--- src/rtl/sci_pulse_gen_pkg.sv ---
// Shared constants for the scientific-notation pulse generator: FSM encodings,
// BCD digit values and a digit validity helper.
package sci_pulse_gen_pkg;

    localparam logic [1:0] SPG_IDLE = 2'd0;
    localparam logic [1:0] SPG_RUN  = 2'd1;
    localparam logic [1:0] SPG_DONE = 2'd2;

    localparam logic [3:0] BCD_0  = 4'd0;
    localparam logic [3:0] BCD_1  = 4'd1;
    localparam logic [3:0] BCD_2  = 4'd2;
    localparam logic [3:0] BCD_3  = 4'd3;
    localparam logic [3:0] BCD_4  = 4'd4;
    localparam logic [3:0] BCD_5  = 4'd5;
    localparam logic [3:0] BCD_6  = 4'd6;
    localparam logic [3:0] BCD_7  = 4'd7;
    localparam logic [3:0] BCD_8  = 4'd8;
    localparam logic [3:0] BCD_9  = 4'd9;
    localparam logic [3:0] BCD_10 = 4'd10;

    function automatic logic is_bcd(input logic [3:0] digit);
        return (digit < BCD_10);
    endfunction

endpackage

--- src/rtl/sci_pulse_gen_if.sv ---
// Control, status and remaining-count display bundle of the pulse generator.
interface sci_pulse_gen_if;

    logic       start;
    logic       abort;
    logic       step;
    logic [3:0] tens_digit;
    logic [3:0] ones_digit;
    logic [3:0] exp_digit;
    logic       pulse;
    logic       busy;
    logic       done;
    logic       err;
    logic [3:0] rem_tens;
    logic [3:0] rem_ones;
    logic [3:0] rem_exp;

    modport master (
        output start, abort, step, tens_digit, ones_digit, exp_digit,
        input  pulse, busy, done, err, rem_tens, rem_ones, rem_exp
    );

    modport slave (
        input  start, abort, step, tens_digit, ones_digit, exp_digit,
        output pulse, busy, done, err, rem_tens, rem_ones, rem_exp
    );

endinterface

--- src/rtl/sci_pulse_gen_bcd_dec_digit.sv ---
// One decade of the BCD down-counter: parallel load, decrement on incoming
// borrow, and borrow-out when a decrement has to wrap 0 to 9.
module sci_pulse_gen_bcd_dec_digit
    import sci_pulse_gen_pkg::*;
(
    input  logic       clk,
    input  logic       rst,
    input  logic       load,
    input  logic [3:0] load_val,
    input  logic       dec_en,
    input  logic       borrow_in,
    output logic [3:0] digit,
    output logic       borrow_out
);

    logic [3:0] digit_d;
    logic [3:0] digit_q;
    logic       dec_s;

    // Next decade value: load wins over decrement.
    always_comb begin
        dec_s   = dec_en & borrow_in;
        digit_d = digit_q;
        if (load) begin
            digit_d = load_val;
        end else if (dec_s) begin
            digit_d = (digit_q == BCD_0) ? BCD_9 : (digit_q - 4'd1);
        end else begin
            digit_d = digit_q;
        end
    end

    // Decade register.
    always_ff @(posedge clk) begin
        if (rst) begin
            digit_q <= BCD_0;
        end else begin
            digit_q <= digit_d;
        end
    end

    assign digit      = digit_q;
    assign borrow_out = (digit_q == BCD_0) & dec_s;

endmodule

--- src/rtl/sci_pulse_gen.sv ---
// Emits (10*T+O)*10^E paced enable pulses from a BCD down-counter and shows
// the remaining count in normalized XXEY form.
module sci_pulse_gen
    import sci_pulse_gen_pkg::*;
#(
    parameter int N_DIGITS = 11
) (
    input  logic            clk,
    input  logic            rst,
    sci_pulse_gen_if.slave  bus
);

    localparam logic [3:0] MAX_EXP = 4'(N_DIGITS - 2);

    logic [1:0] state_d;
    logic [1:0] state_q;
    logic       pulse_d;
    logic       pulse_q;
    logic       busy_d;
    logic       busy_q;
    logic       done_d;
    logic       done_q;
    logic       err_d;
    logic       err_q;

    logic [N_DIGITS-1:0][3:0] digit_s;
    logic [N_DIGITS-1:0][3:0] load_val_s;
    logic [N_DIGITS:0]        borrow_s;
    logic                     unused_borrow_s;

    logic       start_bad_s;
    logic       mant_zero_s;
    logic       upper_zero_s;
    logic       is_one_s;
    logic       load_s;
    logic       clear_s;
    logic       digit_load_s;
    logic       dec_s;
    logic [3:0] rem_exp_s;
    logic [3:0] rem_ones_s;
    logic [3:0] rem_tens_s;

    // Start validation and "count equals one" detection for the last decrement.
    always_comb begin
        start_bad_s = ~is_bcd(bus.tens_digit) | ~is_bcd(bus.ones_digit)
                    | ~is_bcd(bus.exp_digit)  | (bus.exp_digit > MAX_EXP);
        mant_zero_s = (bus.tens_digit == BCD_0) & (bus.ones_digit == BCD_0);
        upper_zero_s = 1'b1;
        for (int i = 1; i < N_DIGITS; i++) begin
            upper_zero_s = upper_zero_s & (digit_s[i] == BCD_0);
        end
        is_one_s = upper_zero_s & (digit_s[0] == BCD_1);
    end

    // Sequencer: IDLE accepts a start, RUN counts down on step, DONE is a single cycle.
    always_comb begin
        state_d = state_q;
        pulse_d = 1'b0;
        done_d  = 1'b0;
        err_d   = err_q;
        load_s  = 1'b0;
        clear_s = 1'b0;
        dec_s   = 1'b0;
        case (state_q)
            SPG_IDLE: begin
                if (bus.start) begin
                    if (start_bad_s) begin
                        err_d = 1'b1;
                    end else begin
                        err_d  = 1'b0;
                        load_s = 1'b1;
                        if (mant_zero_s) begin
                            state_d = SPG_DONE;
                            done_d  = 1'b1;
                        end else begin
                            state_d = SPG_RUN;
                        end
                    end
                end else begin
                    state_d = SPG_IDLE;
                end
            end
            SPG_RUN: begin
                if (bus.abort) begin
                    state_d = SPG_IDLE;
                    clear_s = 1'b1;
                end else if (bus.step) begin
                    dec_s   = 1'b1;
                    pulse_d = 1'b1;
                    if (is_one_s) begin
                        state_d = SPG_DONE;
                        done_d  = 1'b1;
                    end else begin
                        state_d = SPG_RUN;
                    end
                end else begin
                    state_d = SPG_RUN;
                end
            end
            SPG_DONE: begin
                state_d = SPG_IDLE;
            end
            default: begin
                state_d = SPG_IDLE;
            end
        endcase
        busy_d = (state_d == SPG_RUN);
    end

    // Per-decade load value: mantissa placed at decades E and E+1, zeros elsewhere.
    always_comb begin
        load_val_s = {N_DIGITS{BCD_0}};
        for (int i = 0; i < N_DIGITS; i++) begin
            if (clear_s) begin
                load_val_s[i] = BCD_0;
            end else if (4'(i) == bus.exp_digit) begin
                load_val_s[i] = bus.ones_digit;
            end else if (4'(i) == (bus.exp_digit + 4'd1)) begin
                load_val_s[i] = bus.tens_digit;
            end else begin
                load_val_s[i] = BCD_0;
            end
        end
    end

    assign digit_load_s    = load_s | clear_s;
    assign borrow_s[0]     = 1'b1;
    // The chain never borrows past the top decade because RUN exits at zero.
    assign unused_borrow_s = borrow_s[N_DIGITS];

    for (genvar g = 0; g < N_DIGITS; g++) begin : g_decade
        sci_pulse_gen_bcd_dec_digit u_digit (
            .clk        (clk),
            .rst        (rst),
            .load       (digit_load_s),
            .load_val   (load_val_s[g]),
            .dec_en     (dec_s),
            .borrow_in  (borrow_s[g]),
            .digit      (digit_s[g]),
            .borrow_out (borrow_s[g+1])
        );
    end

    // Normalize: exponent sits one below the highest nonzero decade, floor 0.
    always_comb begin
        rem_exp_s = 4'd0;
        for (int i = 2; i < N_DIGITS; i++) begin
            rem_exp_s = (digit_s[i] != BCD_0) ? 4'(i - 1) : rem_exp_s;
        end
        rem_ones_s = digit_s[rem_exp_s];
        rem_tens_s = digit_s[rem_exp_s + 4'd1];
    end

    // State and registered status outputs.
    always_ff @(posedge clk) begin
        if (rst) begin
            state_q <= SPG_IDLE;
            pulse_q <= 1'b0;
            busy_q  <= 1'b0;
            done_q  <= 1'b0;
            err_q   <= 1'b0;
        end else begin
            state_q <= state_d;
            pulse_q <= pulse_d;
            busy_q  <= busy_d;
            done_q  <= done_d;
            err_q   <= err_d;
        end
    end

    assign bus.pulse    = pulse_q;
    assign bus.busy     = busy_q;
    assign bus.done     = done_q;
    assign bus.err      = err_q;
    assign bus.rem_tens = rem_tens_s;
    assign bus.rem_ones = rem_ones_s;
    assign bus.rem_exp  = rem_exp_s;

endmodule

--- src/flat_wrapper.sv ---
// flat-port wrapper written by rule: the top's interface ports become plain ports
module sci_pulse_gen_flat import sci_pulse_gen_pkg::*;
#(
    parameter int N_DIGITS = 11
)
  (clk, rst, bus_start, bus_abort, bus_step, bus_tens_digit, bus_ones_digit, bus_exp_digit, bus_pulse, bus_busy, bus_done, bus_err, bus_rem_tens, bus_rem_ones, bus_rem_exp);
  sci_pulse_gen_if bus_i ();
  input  logic clk;
  input  logic rst;
  input wire logic [$bits(bus_i.start)-1:0] bus_start;
  input wire logic [$bits(bus_i.abort)-1:0] bus_abort;
  input wire logic [$bits(bus_i.step)-1:0] bus_step;
  input wire logic [$bits(bus_i.tens_digit)-1:0] bus_tens_digit;
  input wire logic [$bits(bus_i.ones_digit)-1:0] bus_ones_digit;
  input wire logic [$bits(bus_i.exp_digit)-1:0] bus_exp_digit;
  output wire logic [$bits(bus_i.pulse)-1:0] bus_pulse;
  output wire logic [$bits(bus_i.busy)-1:0] bus_busy;
  output wire logic [$bits(bus_i.done)-1:0] bus_done;
  output wire logic [$bits(bus_i.err)-1:0] bus_err;
  output wire logic [$bits(bus_i.rem_tens)-1:0] bus_rem_tens;
  output wire logic [$bits(bus_i.rem_ones)-1:0] bus_rem_ones;
  output wire logic [$bits(bus_i.rem_exp)-1:0] bus_rem_exp;
  assign bus_i.start = bus_start;
  assign bus_i.abort = bus_abort;
  assign bus_i.step = bus_step;
  assign bus_i.tens_digit = bus_tens_digit;
  assign bus_i.ones_digit = bus_ones_digit;
  assign bus_i.exp_digit = bus_exp_digit;
  assign bus_pulse = bus_i.pulse;
  assign bus_busy = bus_i.busy;
  assign bus_done = bus_i.done;
  assign bus_err = bus_i.err;
  assign bus_rem_tens = bus_i.rem_tens;
  assign bus_rem_ones = bus_i.rem_ones;
  assign bus_rem_exp = bus_i.rem_exp;
  sci_pulse_gen #(.N_DIGITS(N_DIGITS)) u_core (.clk(clk), .rst(rst), .bus(bus_i));
endmodule
--- config.mk ---
export PLATFORM = sky130hd
export DESIGN_NAME = sci_pulse_gen_flat
export DESIGN_NICKNAME = d
export VERILOG_FILES = /design/src/rtl/sci_pulse_gen_pkg.sv /design/src/rtl/sci_pulse_gen_if.sv /design/src/rtl/sci_pulse_gen_bcd_dec_digit.sv /design/src/rtl/sci_pulse_gen.sv /design/src/flat_wrapper.sv
export SDC_FILE = /design/constraint.sdc
export NUM_CORES = 1
export LEC_CHECK = 0
export CAP_MARGIN = 25
export CELL_PAD_IN_SITES_DETAIL_PLACEMENT = 0
export CELL_PAD_IN_SITES_GLOBAL_PLACEMENT = 2
export CORE_MARGIN = 2
export CORE_UTILIZATION = 31
export CTS_CLUSTER_SIZE = 12
export DETAILED_ROUTE_END_ITERATION = 7
export HOLD_SLACK_MARGIN = 0.02
export PLACE_DENSITY = 0.82
export RECOVER_POWER = 50
export SYNTH_ARGS = -nofsm -noshare
export SYNTH_HDL_FRONTEND = slang
export SYNTH_SLANG_ARGS = --single-unit
--- constraint.sdc ---
create_clock -name clk -period 4.23 [get_ports clk]
set_clock_uncertainty 0.1 [all_clocks]
set_input_delay 0.846 -clock clk [delete_from_list [all_inputs] [get_ports clk]]
set_output_delay 0.846 -clock clk [all_outputs]
set_load 0.05 [all_outputs]
==> impl_metrics.tcl, run 1 <==
set metrics [dict create \
    dpl_worst_slack_ps 132 \
    antenna_found_initial 0 \
    dpl_cell_area_um2 5200 \
    status "complete, no violations" \
    slowest_delay_ps 590 \
    drt_wl_total_um 18500 \
    crit_chain "or4_4, o21ai_4, o21ai_4, nand2_4, clkinvlp_4, ha_4, or4_4, a21oi_1, a222oi_1, a21bo_2, buf_6" \
    dieArea_um2 15300 \
    timing.fmax_mhz 242 \
    r2r_slack_ps 1120 \
    synth_simple_gate_area_share_pct 30.4 \
    drt_iter0_markers 564 \
    avgSynthCellArea_um2 7.36 \
    vdd_drop_max_mv 0.223 \
    wl_met1_um 8100 \
    dp_hpwl_um 14200 \
    drc 0 \
    mostFrequentLayoutCells "63 x buf_4, 57 x nor2_1, 50 x dfxtp_1" \
    gp_congestion 0.946 \
    ys.flop_type "dfxtp_1" \
    critPathLaunchType "register" \
    dr.pass1.iters 6 \
    setup_viol 0 \
    ys_warn_count 0 \
    rsz0062_at_grt "true" \
    synth_top_family_by_area "compound AO/OA/AOI/OAI gates" \
    internal_power_mw 1.29 \
    cp_num_buf_inv 2 \
    htree_levels 2 \
    cp_data_arrival_time_ps 3180 \
    clk_latency_ps 300 \
    whs_ps 405 \
    start_util_pct 31.9 \
    vias 5352 \
    design_area_um2 5420 \
    switchingPower_mw 1.12 \
    grt_pass1_wl_um 28800 \
    cts_sinks 50 \
    cts_tree "done" \
    clockBufferDepth 2 \
    wl_per_cell_um 22.0 \
    layout_commonest_cell "buf_4" \
    synth_edf_count 0 \
    wl_met3_um 1340 \
    core_area_um2 13900 \
    cp-end-kind "output pin" \
    p_per_area_nw_per_um2 444 \
    crit_required_ps 3280 \
    layout_min_cycle_time_ps 4130 \
    clkPwrFrac_pct 17.6 \
    top_level_ports 33 \
    crit_family "simple AND/OR/NAND/NOR gates" \
    synth_compound_area_share_pct 33.8 \
    antennaDiodeCount 0 \
    nets 674 \
    grt_usage_pct 24.8 \
    ys_seq_area_share_pct 22.5 \
    die_y_um 124 \
    synth_xor_area_share_pct 1.77 \
    min_path_type "reg2reg" \
    muxShareOfSynthArea_pct 4.73 \
    dieWidth_um 124 \
    synth.net_count 622 \
    met2_length_um 8360 \
    yosysUniqueCellTypes 79 \
    cts_buffers 5 \
    grt_max_degree 48 \
    synth_cells 604 \
    mappedNetlistArea_um2 4450 \
    critical-path-slowest-cell "or4_4" \
    pwr-share-comb_pct 60.6 \
    max_cap_violations 0 \
    holdBufCountCts 0 \
    total_power_mw 2.41 \
    placed_cells_incl_taps 827 \
    max-slew-margin-rel_pct 31.8 \
    stdcell_count 837 \
    clock_tree.root_cell "clkbuf_16" \
    tightest_slew_ps 1020 \
    area_growth_pct 21.9 \
    crit_fanout 6 \
    grt_pass1_vias 4992 \
    crit_type "reg2out" \
    slew_viol_final 0 \
    setup_slack_ps 103 \
    grt_remaining_overflow 0 \
    antenna_left 0 \
    drive_gt1_share_pct 18.6 \
    via_per_inst 6.39 \
    sw_frac_of_total_pct 46.4 \
    synth_seq_cells 50 \
    fin_util_pct 38.9 \
    p_leak_nw 1.90 \
    post-route-period-util_pct 97.6 \
    final_hold_viol_count 0 \
    async_reset_ff_share_pct 0 \
    topRoutingLayerUsed "met4" \
    clk_pin_slew_ps 70 \
    final.setup.tns_ps 0 \
    rows 43 \
    numPortBuffers 32 \
    synthAdderAreaFrac_pct 0.281 \
    sequentialPowerShare_pct 21.8 \
]
[worst reg2reg max path, delay by kind of cell, from the launching register on]
kind | cells | cell delay (ps)
compound gates | 1 | 270
simple gates | 5 | 2250
flops | 1 | 390
[final cells by class]
cell class	instances	area, µm²
flip-flops and latches	50	1000
clock inverters	1	5.00
well taps	180	225
fillers	1443	8510
repair buffers	93	762
clock buffers	7	143
inverters	18	71.3
multi-input cells	488	3210
[worst paths after layout]
check / startpoint / end / cells after the start
hold reg to reg: u_core.bus.err / u_core.bus.err / 2
setup / recovery: u_core.g_decade[6].u_digit.digit[3] / bus_rem_tens[0] / 11
setup reg to reg: u_core.g_decade[1].u_digit.digit[0] / u_core.g_decade[8].u_digit.digit[1] / 6
hold / removal: u_core.bus.err / u_core.bus.err / 2
[synthesized netlist by cell type (3+ instances only)]
library cell / instances / area [µm²]
nor2_1: 56 / 210
dfxtp_1: 50 / 1000
a21oi_1: 49 / 245
nand2_1: 49 / 184
o21ai_0: 34 / 170
nor3_1: 31 / 155
clkbuf_1: 26 / 97.6
buf_2: 18 / 90.1
inv_1: 18 / 67.6
nand3_1: 17 / 85.1
o22ai_1: 16 / 100
a22oi_1: 14 / 105
a211oi_1: 13 / 97.6
mux2i_1: 12 / 120
nand2b_1: 12 / 75.1
a221oi_1: 11 / 96.3
nor2b_1: 10 / 62.6
nand4_1: 9 / 56.3
nor4_1: 9 / 56.3
o211ai_1: 9 / 67.6
o221ai_1: 8 / 70.1
or4_1: 8 / 60.1
a31oi_1: 7 / 43.8
xnor2_1: 7 / 61.3
a311oi_1: 6 / 52.6
and3_1: 6 / 37.5
nor3b_1: 5 / 37.5
nor4_2: 4 / 50.1
nor4_4: 4 / 85.1
o2111ai_1: 4 / 35.0
o21ai_1: 4 / 20.0
a211o_1: 3 / 26.3
a21boi_0: 3 / 22.5
a22o_1: 3 / 26.3
a32oi_1: 3 / 26.3
and2_1: 3 / 18.8
and4_1: 3 / 26.3
mux4_2: 3 / 67.6
o32ai_1: 3 / 26.3
or2_2: 3 / 18.8
or4_4: 3 / 33.8
[timing repair]
item	CTS	global route
endpoints found under the setup margin	4	4
hold endpoints to repair	0	0
pin swaps	0	2
gates resized for setup	5	12
buffers inserted	0	2
[cells by family (layout without fill, tap and decap cells)]
kind of cell	after synthesis	after routing
AO/OA/AOI/OAI	217	217
XOR/XNOR	9	9
adder cells (fa/ha/maj)	1	1
buffers and inverters	66	119
flip-flops	50	50
multiplexers	17	17
AND/OR/NAND/NOR	244	244
[routing by layer]
metal / vias to the layer above / global-route usage (%)
li1: 2432 / -
met1: 2582 / 33.9
met2: 291 / 39.1
met3: 47 / 4.08
met4: 0 / 8.95
met5: - / 0
[state kept, by name (all words and copies together), names as in the netlist]
signal and flops:
u_core.g_decade.u_digit.digit 44, u_core.bus.done 1, u_core.state_q 2, u_core.bus.err 1, u_core.bus.busy 1, u_core.bus.pulse 1
[power by group through the flow]
stage | clock [mW] | sequential, mW | combinational [mW]
after floorplan | 0 | 0.538 | 0.951
after global placement | 0 | 0.532 | 1.36
after detailed placement | 0 | 0.533 | 1.36
after CTS | 0.430 | 0.523 | 1.39
after global routing | 0.447 | 0.527 | 1.55
final | 0.423 | 0.524 | 1.46
No activity file was read; power rests on OpenSTA's default activity.
==> run 2: changes to the inputs <==
--- a/config.mk
+++ b/config.mk
@@ -15,6 +15,7 @@
 export HOLD_SLACK_MARGIN = 0.02
 export PLACE_DENSITY = 0.82
 export RECOVER_POWER = 50
+export REMOVE_ABC_BUFFERS = 1
 export SYNTH_ARGS = -nofsm -noshare
 export SYNTH_HDL_FRONTEND = slang
 export SYNTH_SLANG_ARGS = --single-unit
==> run 2 against run 1 <==
  * Clock power barely moved
  * Fmax down 0.55%
  * Worst setup slack worse by 23 ps
  * Global-route usage grew 0.34 points
  * Utilization fell by 0.42 points
  * Critical path type unchanged
  * Critical endpoint is now bus_rem_tens[2]
  * Largest cell class unchanged
==> impl_metrics.tcl, run 2 (synthesis gave the netlist of run 1 again) <==
set metrics [dict create \
    status "complete, no violations" \
    vdd_drop_max_mv 0.201 \
    sw_frac_of_total_pct 47.6 \
    internal_power_mw 1.26 \
    num-fill-cells 1498 \
    crit_required_ps 3280 \
    hold_depth 2 \
    cts_sinks 50 \
    max_cap_violations 0 \
    crit_type "reg2out" \
    nets 666 \
    dieArea_um2 15300 \
    design_area_um2 5360 \
    largest_register_ff_count 44 \
    clock_tree.root_cell "clkbuf_16" \
    core_area_um2 13900 \
    start_util_pct 31.9 \
    antenna_left 0 \
    drive_gt1_share_pct 16.8 \
    final_hold_viol_count 0 \
    min_path_type "reg2reg" \
    tightest_slew_ps 1360 \
    multi_input_area_um2 3210 \
    wl_per_cell_um 22.5 \
    slew_viol_final 0 \
    critPathLaunchType "register" \
    clkPwrFrac_pct 17.8 \
    top_level_ports 33 \
    gp_congestion 0.960 \
    drt_wl_total_um 18600 \
    r2r_cells 6 \
    grt_max_degree 48 \
    seqCellArea_um2 1000 \
    crit_fanout 4 \
    grt_pass1_wl_um 28800 \
    drc 0 \
    max-slew-margin-rel_pct 9.26 \
    clockBufferDepth 2 \
    grt_pass1_vias 4911 \
    cp-end-kind "output pin" \
    post-route-period-util_pct 98.1 \
    grt_remaining_overflow 0 \
    cts_buffers 5 \
    dp_hpwl_um 14200 \
    area_growth_pct 20.6 \
    total_power_mw 2.40 \
    dr.pass1.iters 5 \
    antennaDiodeCount 0 \
    layout_min_cycle_time_ps 4150 \
    sequentialPowerShare_pct 22.2 \
    vias 5276 \
    holdBufCountCts 0 \
    dpl_cell_area_um2 5160 \
    setup_viol 0 \
    p_per_area_nw_per_um2 448 \
    switchingPower_mw 1.14 \
    rsz0062_at_grt "true" \
    clk_latency_ps 310 \
    dieWidth_um 124 \
    numPortBuffers 32 \
    timing.fmax_mhz 241 \
    p_leak_nw 1.88 \
    pwr-share-comb_pct 60.0 \
    grt_usage_pct 25.1 \
    stdcell_count 829 \
    mostFrequentLayoutCells "57 x nor2_1, 57 x buf_4, 49 x nand2_1, 49 x a21oi_1, 48 x dfxtp_1" \
    drt_iter0_markers 659 \
    antenna_found_initial 0 \
    rows 43 \
    cts_tree "done" \
    htree_levels 2 \
    via_per_inst 6.36 \
    clk_pin_slew_ps 70 \
    die_y_um 124 \
    cp_data_arrival_time_ps 3200 \
    placed_cells_incl_taps 819 \
]
==> run 2: power by group through the flow <==
stage	logic (mW)	registers [mW]	clock network (mW)
5_1_grt	1.54	0.536	0.451
3_3_place_gp	1.37	0.540	0
4_1_cts	1.38	0.529	0.436
3_5_place_dp	1.37	0.540	0
6_report	1.44	0.532	0.426
2_1_floorplan	0.859	0.550	0
==> run 2: repair_timing <==
action | CTS | global route
endpoints found under the hold margin | 0 | 0
gates resized for setup | 3 | 11
buffers inserted | 0 | 2
pin swaps | 0 | 1
setup endpoints to repair | 4 | 5
==> run 2: cell type report <==
class | count | share of cell area (%)
sequential | 50 | 18.7
clock inverter | 2 | 0.327
inverter | 18 | 1.26
multi-input combinational | 488 | 59.8
clock buffer | 6 | 2.40
timing repair buffer | 85 | 13.3
tap | 180 | 4.20
==> run 2: per-stage QoR <==
stage	hold WS, ps	TNS [ps]	setup WS [ps]	utilization (%)
3_3_place_gp	386	0	331	37.0
3_5_place_dp	390	0	270	37.0
2_1_floorplan	375	-7350	-1440	-
4_1_cts	404	0	14.3	38.1
6_report	390	0	79.9	38.5
5_1_grt	425	-56.3	-34.9	38.5
==> run 2: critical path, stage by stage (launching register included) <==
cell and delay (ps):
dfxtp_1 320, or4_4 590, o21ai_2 260, o21ai_4 90, nand2_4 60, inv_1 90, ha_4 180, or4_1 590
a21bo_2 250, o22ai_1 130, a211o_1 180, buf_12 150
==> run 2: layer usage <==
metal	share of wire, %	up-vias	global-route usage [%]
met3	9.4	40	5.27
met2	45	304	38.9
li1	-	2416	-
met1	43	2516	34.2
met4	3.3	0	9.38
met5	0	-	0
==> run 2: final timing paths <==
check        slack, ps                                   to                           startpoint
max                 80                      bus_rem_tens[2]  u_core.g_decade[6].u_digit.digit[3]
min reg2reg        390                       u_core.bus.err                       u_core.bus.err
max reg2reg       1400  u_core.g_decade[8].u_digit.digit[1]                    u_core.state_q[1]
min                390                       u_core.bus.err                       u_core.bus.err
